File: src/rtl/seven_segment_scan_decoder.sv
// Receive-side decoder for the 8-digit multiplexed seven-segment scan bus: dwell filter, demux, pattern decode, frame assembly.
// Build option SEG_SCAN_ACTIVE_LOW_EN: invert all scan inputs for common-anode boards with active-low selects.
module seven_segment_scan_decoder #(
  parameter int STABLE_CYCLES = 16,
  parameter int FRAME_TIMEOUT = 1000000
) (
  input  logic       clk,
  input  logic       rst_n,
  input  logic       seg_a,
  input  logic       seg_b,
  input  logic       seg_c,
  input  logic       seg_d,
  input  logic       seg_e,
  input  logic       seg_f,
  input  logic       seg_g,
  input  logic       seg_dp,
  input  logic [7:0] digit_selects,
  input  logic       err_clr,
  output logic [1:0] suffix_code,
  output logic [2:0] note_seg1,
  output logic [2:0] note_seg2,
  output logic [2:0] note_seg3,
  output logic [2:0] note_seg4,
  output logic [2:0] note_seg5,
  output logic [2:0] note_seg6,
  output logic [1:0] octave_state,
  output logic       frame_valid,
  output logic       pattern_error,
  output logic       select_error,
  output logic       scan_timeout
);

  localparam int CW = (STABLE_CYCLES > 2) ? $clog2(STABLE_CYCLES) : 1;
  localparam int TW = $clog2(FRAME_TIMEOUT + 1);
  localparam logic [CW-1:0] DWELL_ARM = CW'(STABLE_CYCLES - 2);
  localparam logic [CW-1:0] DWELL_MAX = CW'(STABLE_CYCLES - 1);
  localparam logic [TW-1:0] TO_MAX    = TW'(FRAME_TIMEOUT);

  // Decoders return {unrecognised, code}; segment vector is {g,f,e,d,c,b,a}.
  function automatic logic [2:0] dec_suffix(input logic [6:0] p);
    case (p)
      7'b0000000: dec_suffix = 3'b0_00;
      7'b1110110: dec_suffix = 3'b0_01;
      7'b1111100: dec_suffix = 3'b0_10;
      7'b1100011: dec_suffix = 3'b0_11;
      default:    dec_suffix = 3'b1_00;
    endcase
  endfunction

  function automatic logic [3:0] dec_note(input logic [6:0] p);
    case (p)
      7'b0000000: dec_note = 4'b0_000;
      7'b0000110: dec_note = 4'b0_001;
      7'b1011011: dec_note = 4'b0_010;
      7'b1001111: dec_note = 4'b0_011;
      7'b1100110: dec_note = 4'b0_100;
      7'b1101101: dec_note = 4'b0_101;
      7'b1111101: dec_note = 4'b0_110;
      7'b0000111: dec_note = 4'b0_111;
      default:    dec_note = 4'b1_000;
    endcase
  endfunction

  function automatic logic [2:0] dec_octave(input logic [6:0] p);
    case (p)
      7'b1000000: dec_octave = 3'b0_00;
      7'b0000001: dec_octave = 3'b0_01;
      7'b0001000: dec_octave = 3'b0_10;
      default:    dec_octave = 3'b1_11;
    endcase
  endfunction

  function automatic logic is_onehot(input logic [7:0] s);
    is_onehot = (s != 8'd0) && ((s & (s - 8'd1)) == 8'd0);
  endfunction

  logic [15:0]   raw_s;
  logic [15:0]   sync1_r, sync2_r;
  logic [14:0]   prev_r;
  logic [7:0]    sel_s;
  logic [6:0]    seg_s;
  logic          unused_dp_s;
  logic [CW-1:0] dwell_r, dwell_n_s;
  logic [TW-1:0] to_r, to_n_s;
  logic          same_s, arm_s, cap_s, sel_err_s, pat_err_s, ready_s;
  logic [2:0]    suf_d_s, oct_d_s;
  logic [3:0]    note_d_s;
  logic [7:0]    seen_r, seen_n_s;
  logic [1:0]    suffix_sh_r, oct_sh_r;
  logic [2:0]    note_sh_r [6];

`ifdef SEG_SCAN_ACTIVE_LOW_EN
  assign raw_s = ~{digit_selects, seg_dp, seg_g, seg_f, seg_e, seg_d, seg_c, seg_b, seg_a};
`else
  assign raw_s = {digit_selects, seg_dp, seg_g, seg_f, seg_e, seg_d, seg_c, seg_b, seg_a};
`endif

  assign sel_s       = sync2_r[15:8];
  assign seg_s       = sync2_r[6:0];
  assign unused_dp_s = sync2_r[7];

  assign same_s    = ({sel_s, seg_s} == prev_r);
  assign arm_s     = same_s && (dwell_r == DWELL_ARM);
  assign cap_s     = arm_s && is_onehot(sel_s);
  assign sel_err_s = arm_s && (sel_s != 8'd0) && !is_onehot(sel_s);
  assign ready_s   = (seen_r == 8'hFF);
  assign suf_d_s   = dec_suffix(seg_s);
  assign note_d_s  = dec_note(seg_s);
  assign oct_d_s   = dec_octave(seg_s);

  // Next-state for dwell and timeout counters, seen mask and pattern-error event.
  always_comb begin
    dwell_n_s = dwell_r;
    to_n_s    = to_r;
    seen_n_s  = seen_r;
    pat_err_s = 1'b0;
    if (!same_s) dwell_n_s = '0;
    else if (dwell_r == DWELL_MAX) dwell_n_s = DWELL_MAX;
    else dwell_n_s = dwell_r + CW'(1);

    if (cap_s) to_n_s = '0;
    else if (to_r == TO_MAX) to_n_s = TO_MAX;
    else to_n_s = to_r + TW'(1);

    // A frame being published this cycle releases its seen bits first.
    if (ready_s) seen_n_s = 8'h00;
    else seen_n_s = seen_r;
    if (cap_s) seen_n_s = seen_n_s | sel_s;
    else if (to_n_s == TO_MAX) seen_n_s = 8'h00;
    else seen_n_s = seen_n_s;

    if (!cap_s) pat_err_s = 1'b0;
    else if (sel_s[0]) pat_err_s = suf_d_s[2];
    else if (sel_s[7]) pat_err_s = oct_d_s[2];
    else pat_err_s = note_d_s[3];
  end

  // Two-flop synchronizer, dwell history and counters.
  always_ff @(posedge clk or negedge rst_n) begin
    if (!rst_n) begin
      sync1_r <= 16'd0;
      sync2_r <= 16'd0;
      prev_r  <= 15'd0;
      dwell_r <= '0;
      to_r    <= '0;
      seen_r  <= 8'd0;
    end else begin
      sync1_r <= raw_s;
      sync2_r <= sync1_r;
      prev_r  <= {sel_s, seg_s};
      dwell_r <= dwell_n_s;
      to_r    <= to_n_s;
      seen_r  <= seen_n_s;
    end
  end

  // Shadow slot storage written on each capture.
  always_ff @(posedge clk or negedge rst_n) begin
    if (!rst_n) begin
      suffix_sh_r <= 2'b00;
      oct_sh_r    <= 2'b00;
      for (int k = 0; k < 6; k++) note_sh_r[k] <= 3'd0;
    end else if (cap_s) begin
      if (sel_s[0]) suffix_sh_r <= suf_d_s[1:0];
      if (sel_s[7]) oct_sh_r <= oct_d_s[1:0];
      for (int k = 1; k <= 6; k++) begin
        if (sel_s[k]) note_sh_r[k-1] <= note_d_s[2:0];
      end
    end
  end

  // Published frame, valid pulse, sticky error flags and timeout flag.
  always_ff @(posedge clk or negedge rst_n) begin
    if (!rst_n) begin
      suffix_code   <= 2'b00;
      note_seg1     <= 3'd0;
      note_seg2     <= 3'd0;
      note_seg3     <= 3'd0;
      note_seg4     <= 3'd0;
      note_seg5     <= 3'd0;
      note_seg6     <= 3'd0;
      octave_state  <= 2'b00;
      frame_valid   <= 1'b0;
      pattern_error <= 1'b0;
      select_error  <= 1'b0;
      scan_timeout  <= 1'b0;
    end else begin
      frame_valid   <= ready_s;
      pattern_error <= pat_err_s || (pattern_error && !err_clr);
      select_error  <= sel_err_s || (select_error && !err_clr);
      scan_timeout  <= (to_n_s == TO_MAX);
      if (ready_s) begin
        suffix_code  <= suffix_sh_r;
        note_seg1    <= note_sh_r[0];
        note_seg2    <= note_sh_r[1];
        note_seg3    <= note_sh_r[2];
        note_seg4    <= note_sh_r[3];
        note_seg5    <= note_sh_r[4];
        note_seg6    <= note_sh_r[5];
        octave_state <= oct_sh_r;
      end
    end
  end

endmodule

File: config.mk
export PLATFORM = sky130hd
export DESIGN_NAME = seven_segment_scan_decoder
export DESIGN_NICKNAME = d
export VERILOG_FILES = /design/src/rtl/seven_segment_scan_decoder.sv
export SDC_FILE = /design/constraint.sdc
export NUM_CORES = 1
export LEC_CHECK = 0
export ABC_AREA = 1
export CORE_MARGIN = 2
export CORE_UTILIZATION = 60
export CTS_BUF_LIST = sky130_fd_sc_hd__clkbuf_8
export DETAILED_ROUTE_END_ITERATION = 12
export PLACE_DENSITY = 0.92
export SLEW_MARGIN = 5
export SYNTH_ARGS = -nofsm -noshare
export SYNTH_HDL_FRONTEND = slang
export SYNTH_SLANG_ARGS = --single-unit
File: constraint.sdc
create_clock -name clk -period 4.8 [get_ports clk]
set_input_delay 0.48 -clock clk [delete_from_list [all_inputs] [get_ports clk]]
set_output_delay 0.48 -clock clk [all_outputs]
set_load 0.02 [all_outputs]
==> impl_metrics.csv <==
group,metric,value,unit
floorplanning,io_pins,45,
route,wl,10.1,mm
logic_synthesis,synth_ff_type,"dfrtp_1",
grt,grt-ovfl-total,0,
timing,hold_viol_final,0,
finish,design_area,0.00626,mm^2
finish,nNetsFinal,649,
job,cap_violations,0,
cts,cts_tree,"done",
route,vias,3874,
placed_design,postPlaceCellArea,0.00581,mm^2
route,remaining_drc_errors,0,
critical_path,cp_top_family,"simple AND/OR/NAND/NOR gates",
critical_path,worstPathRequired,5.15,ns
cts,cts_hold_buf,0,
finish,finalNonFillerCells,747,
finish,layout-drive-gt1-share,10.6,%
grt,grt_pass1_vias,3860,
route,initialDrtViolationCount,149,
timing,slew_violations,0,
route,via_per_inst,5.19,
floorplanning,fp.dieArea,0.00954,mm^2
critical_path,rr_startpoint,"sync2_r[1]",
critical_path,path_max_fanout,20,
cts,post_cts_buffers,0,
floorplanning,die_w,97.7,um
critical_path,path_class,"flip-flop to flip-flop",
cts,post_cts_resized,0,
placed_design,dp_hpwl,7.03,mm
timing,finalSetupViolCount,0,
critical_path,critPathLaunchType,"flip-flop",
route,wl_per_cell,13.6,um
cts,clk-insertion-delay-late,0.43,ns
timing,hold_slack,0.213,ns
pwr,p_seq_share,50.2,%
pwr,p_per_area,347,mW/mm^2
cts,cts_buffers,17,
cts,root_buffer,"clkbuf_8",
critical_path,worst_setup_path_end_kind,"flip-flop",
critical_path,worst-path-buf-inv,1,
timing,fin_worst_skew,0.0120,ns
grt,grt_start_max_net_pins,86,
route,firstDrtPassIters,4,
timing,finalSetupTns,0,ns
hold_path,min_path_type,"input port to asynchronous set/reset pin",
logic_synthesis,synth_area_leaders,"dfrtp_1, nand2_1, nor2_1",
grt,grt_usage,23.2,%
cts,clk_pin_slew,0.07,ns
finish,area_growth,18.8,%
cts,htreeDepth,4,
timing,relSlewSlack,31.5,%
pwr,pwr-share-comb,3.1,%
floorplanning,die_h,97.7,um
logic_synthesis,ys_ff_latch,125,
floorplanning,initial_utilization,61.0,%
logic_synthesis,async_reset_ff_share,100,%
critical_path,worstPathArrival,2.98,ns
logic_synthesis,synth_nets,592,
floorplanning,core_area,0.00864,mm^2
placed_design,gp_congestion,0.873,
critical_path,path_cells,"xnor2_1 -> nand2_1 -> nor2_1 -> nand2_1 -> nor2_2 -> nand3_2 -> inv_1 -> nor2_1 -> nand4_2 -> nor2_8 -> nor2_2",
critical_path,slowest_stage,"inv_1",
logic_synthesis,synth_top_area_share,59.4,%
grt,antenna_found_initial,0,
critical_path,max_stage_delay,0.61,ns
pwr,ir_worst_vdd,0.245,mV
pwr,p_leak,2.92,nW
logic_synthesis,yosysTopAreaCell,"dfrtp_1",
cts,clockBufferDepth,2,
route,drtAntennaViolNets,0,
grt,grt_pass1_wl,17.5,mm
finish,antennaDiodeCount,0,
critical_path,crit_path_start,"sync2_r[1]",
pwr,sw_frac_of_total,21.9,%
timing,max_freq,381,MHz
cts,clock-sinks,125,
logic_synthesis,postSynthAreaPerCell,9.26,um^2
logic_synthesis,ys_types,33,
outcome,status,"finished clean",
timing,period_needed,2.63,ns
timing,tightestPinTransition,1.03,ns
timing,rsz0062_at_grt,"false",
logic_synthesis,yosysWarnings,0,
floorplanning,std_cell_rows,34,
logic_synthesis,synth_seq_area_share,59.4,%
pwr,p_int,1.69,mW
pwr,net-switching-power,474,uW
logic_synthesis,synthesis.instances,569,
placed_design,dp.cells,715,
logic_synthesis,synth_edf_count,0,
pwr,clkPwrFrac,46.7,%
timing,fin_crit_sh,54.7,%
placed_design,port_buffers,43,
logic_synthesis,synth_area,0.00527,mm^2
## cell usage after synthesis (all sizes together) (2+ instances only)
master    n
nand4    11
buf       3
nand3    26
nand2   126
clkbuf    4
o21ai    34
nor2     99
xor2     13
xnor2    14
dfrtp   125
inv      70
clkinv    3
a21oi    18
ha        4
nor3     10
o31ai     2
## power by group through the flow
stage	clock (mW)	combinational (mW)	sequential, mW
after floorplan	0	0.0288	1.10
after global placement	0	0.0657	1.11
after detailed placement	0	0.0691	1.11
after CTS	1.03	0.0696	1.09
after global routing	1.08	0.0782	1.09
final	1.01	0.0678	1.09
## layer usage
metal | wire, um | vias up | part of all wire [%] | global-route usage, %
met5 | 0 | - | 0 | 0
met3 | 340 | 22 | 3.4 | 5.68
met4 | 242 | 0 | 2.4 | 9.72
met2 | 4950 | 83 | 49 | 37.5
met1 | 4590 | 1862 | 45 | 30.4
li1 | - | 1907 | - | -
## area by class of cell
class | instances | area, um^2
multi-input cells | 364 | 1830
clock buffers | 19 | 262
clock inverters | 13 | 188
flip-flops and latches | 125 | 3130
repair buffers | 45 | 443
well taps | 108 | 135
inverters | 73 | 274
fillers | 600 | 2380
## cell families after synthesis
kind of cell	after synthesis	share of synthesized area, %
multiplexers	1	0.214
XOR/XNOR	27	4.49
AND/OR/NAND/NOR	273	23.0
flip-flops	125	59.4
buffers and inverters	80	5.89
AO/OA/AOI/OAI	59	6.01
adder cells (fa/ha/maj)	4	0.950
## worst paths after layout
| kind | cells past startpoint | slack [ns] | end |
|---|---|---|---|
| max reg2reg | 11 | 2.17 | seen_r[0] |
| max | 11 | 2.17 | seen_r[0] |
| max in group asynchronous | 2 | 3.52 | to_r[19] |
| min reg2reg | 0 | 0.35 | sync2_r[15] |
| min in group clk | 0 | 0.35 | sync2_r[15] |
| min | 1 | 0.21 | note_sh_r[2] |
## sequential cells by signal, summed over array words and instances (netlist names)
signal,cells
seen_r,8
note_seg2,3
note_sh_r,18
note_seg1,3
suffix_sh_r,2
octave_state,2
scan_timeout,1
select_error,1
note_seg5,3
prev_r,15
note_seg3,3
sync2_r,15
pattern_error,1
sync1_r,15
note_seg6,3
frame_valid,1
to_r,20
oct_sh_r,2
suffix_code,2
dwell_r,4
note_seg4,3
## layout by cell type (no fill, tap or decap), types with 4 or more instances in the layout
cell	instances
inv_1	69
bufinv_16	4
clkdlybuf4s50_1	42
o21ai_0	19
nor2_2	22
ha_1	4
a21oi_1	18
xor2_1	13
nand2_1	124
nand3_1	24
nand4_1	9
dfrtp_1	125
clkbuf_8	19
xnor2_1	14
nor2_1	74
o21ai_1	15
nor3_1	10
## worst register-to-register path, cell delays in order, from the launching register on
cell     delay [ns]
dfrtp_1        0.47
xnor2_1        0.22
nand2_1        0.08
nor2_1         0.11
nand2_1        0.09
nor2_2         0.17
nand3_2        0.32
inv_1          0.61
nor2_1         0.15
nand4_2        0.16
nor2_8         0.09
nor2_2         0.10
## through the flow
stage / worst slack [ns] / power [mW] / utilization [%]
floorplan: 2.91 / 1.13 / -
global placement: 2.29 / 1.17 / 67.3
detailed placement: 2.18 / 1.18 / 67.3
CTS: 2.14 / 2.19 / 72.5
global route: 1.90 / 2.25 / 72.5
finish: 2.17 / 2.17 / 72.5
No activity file was read; power rests on OpenSTA's default activity.
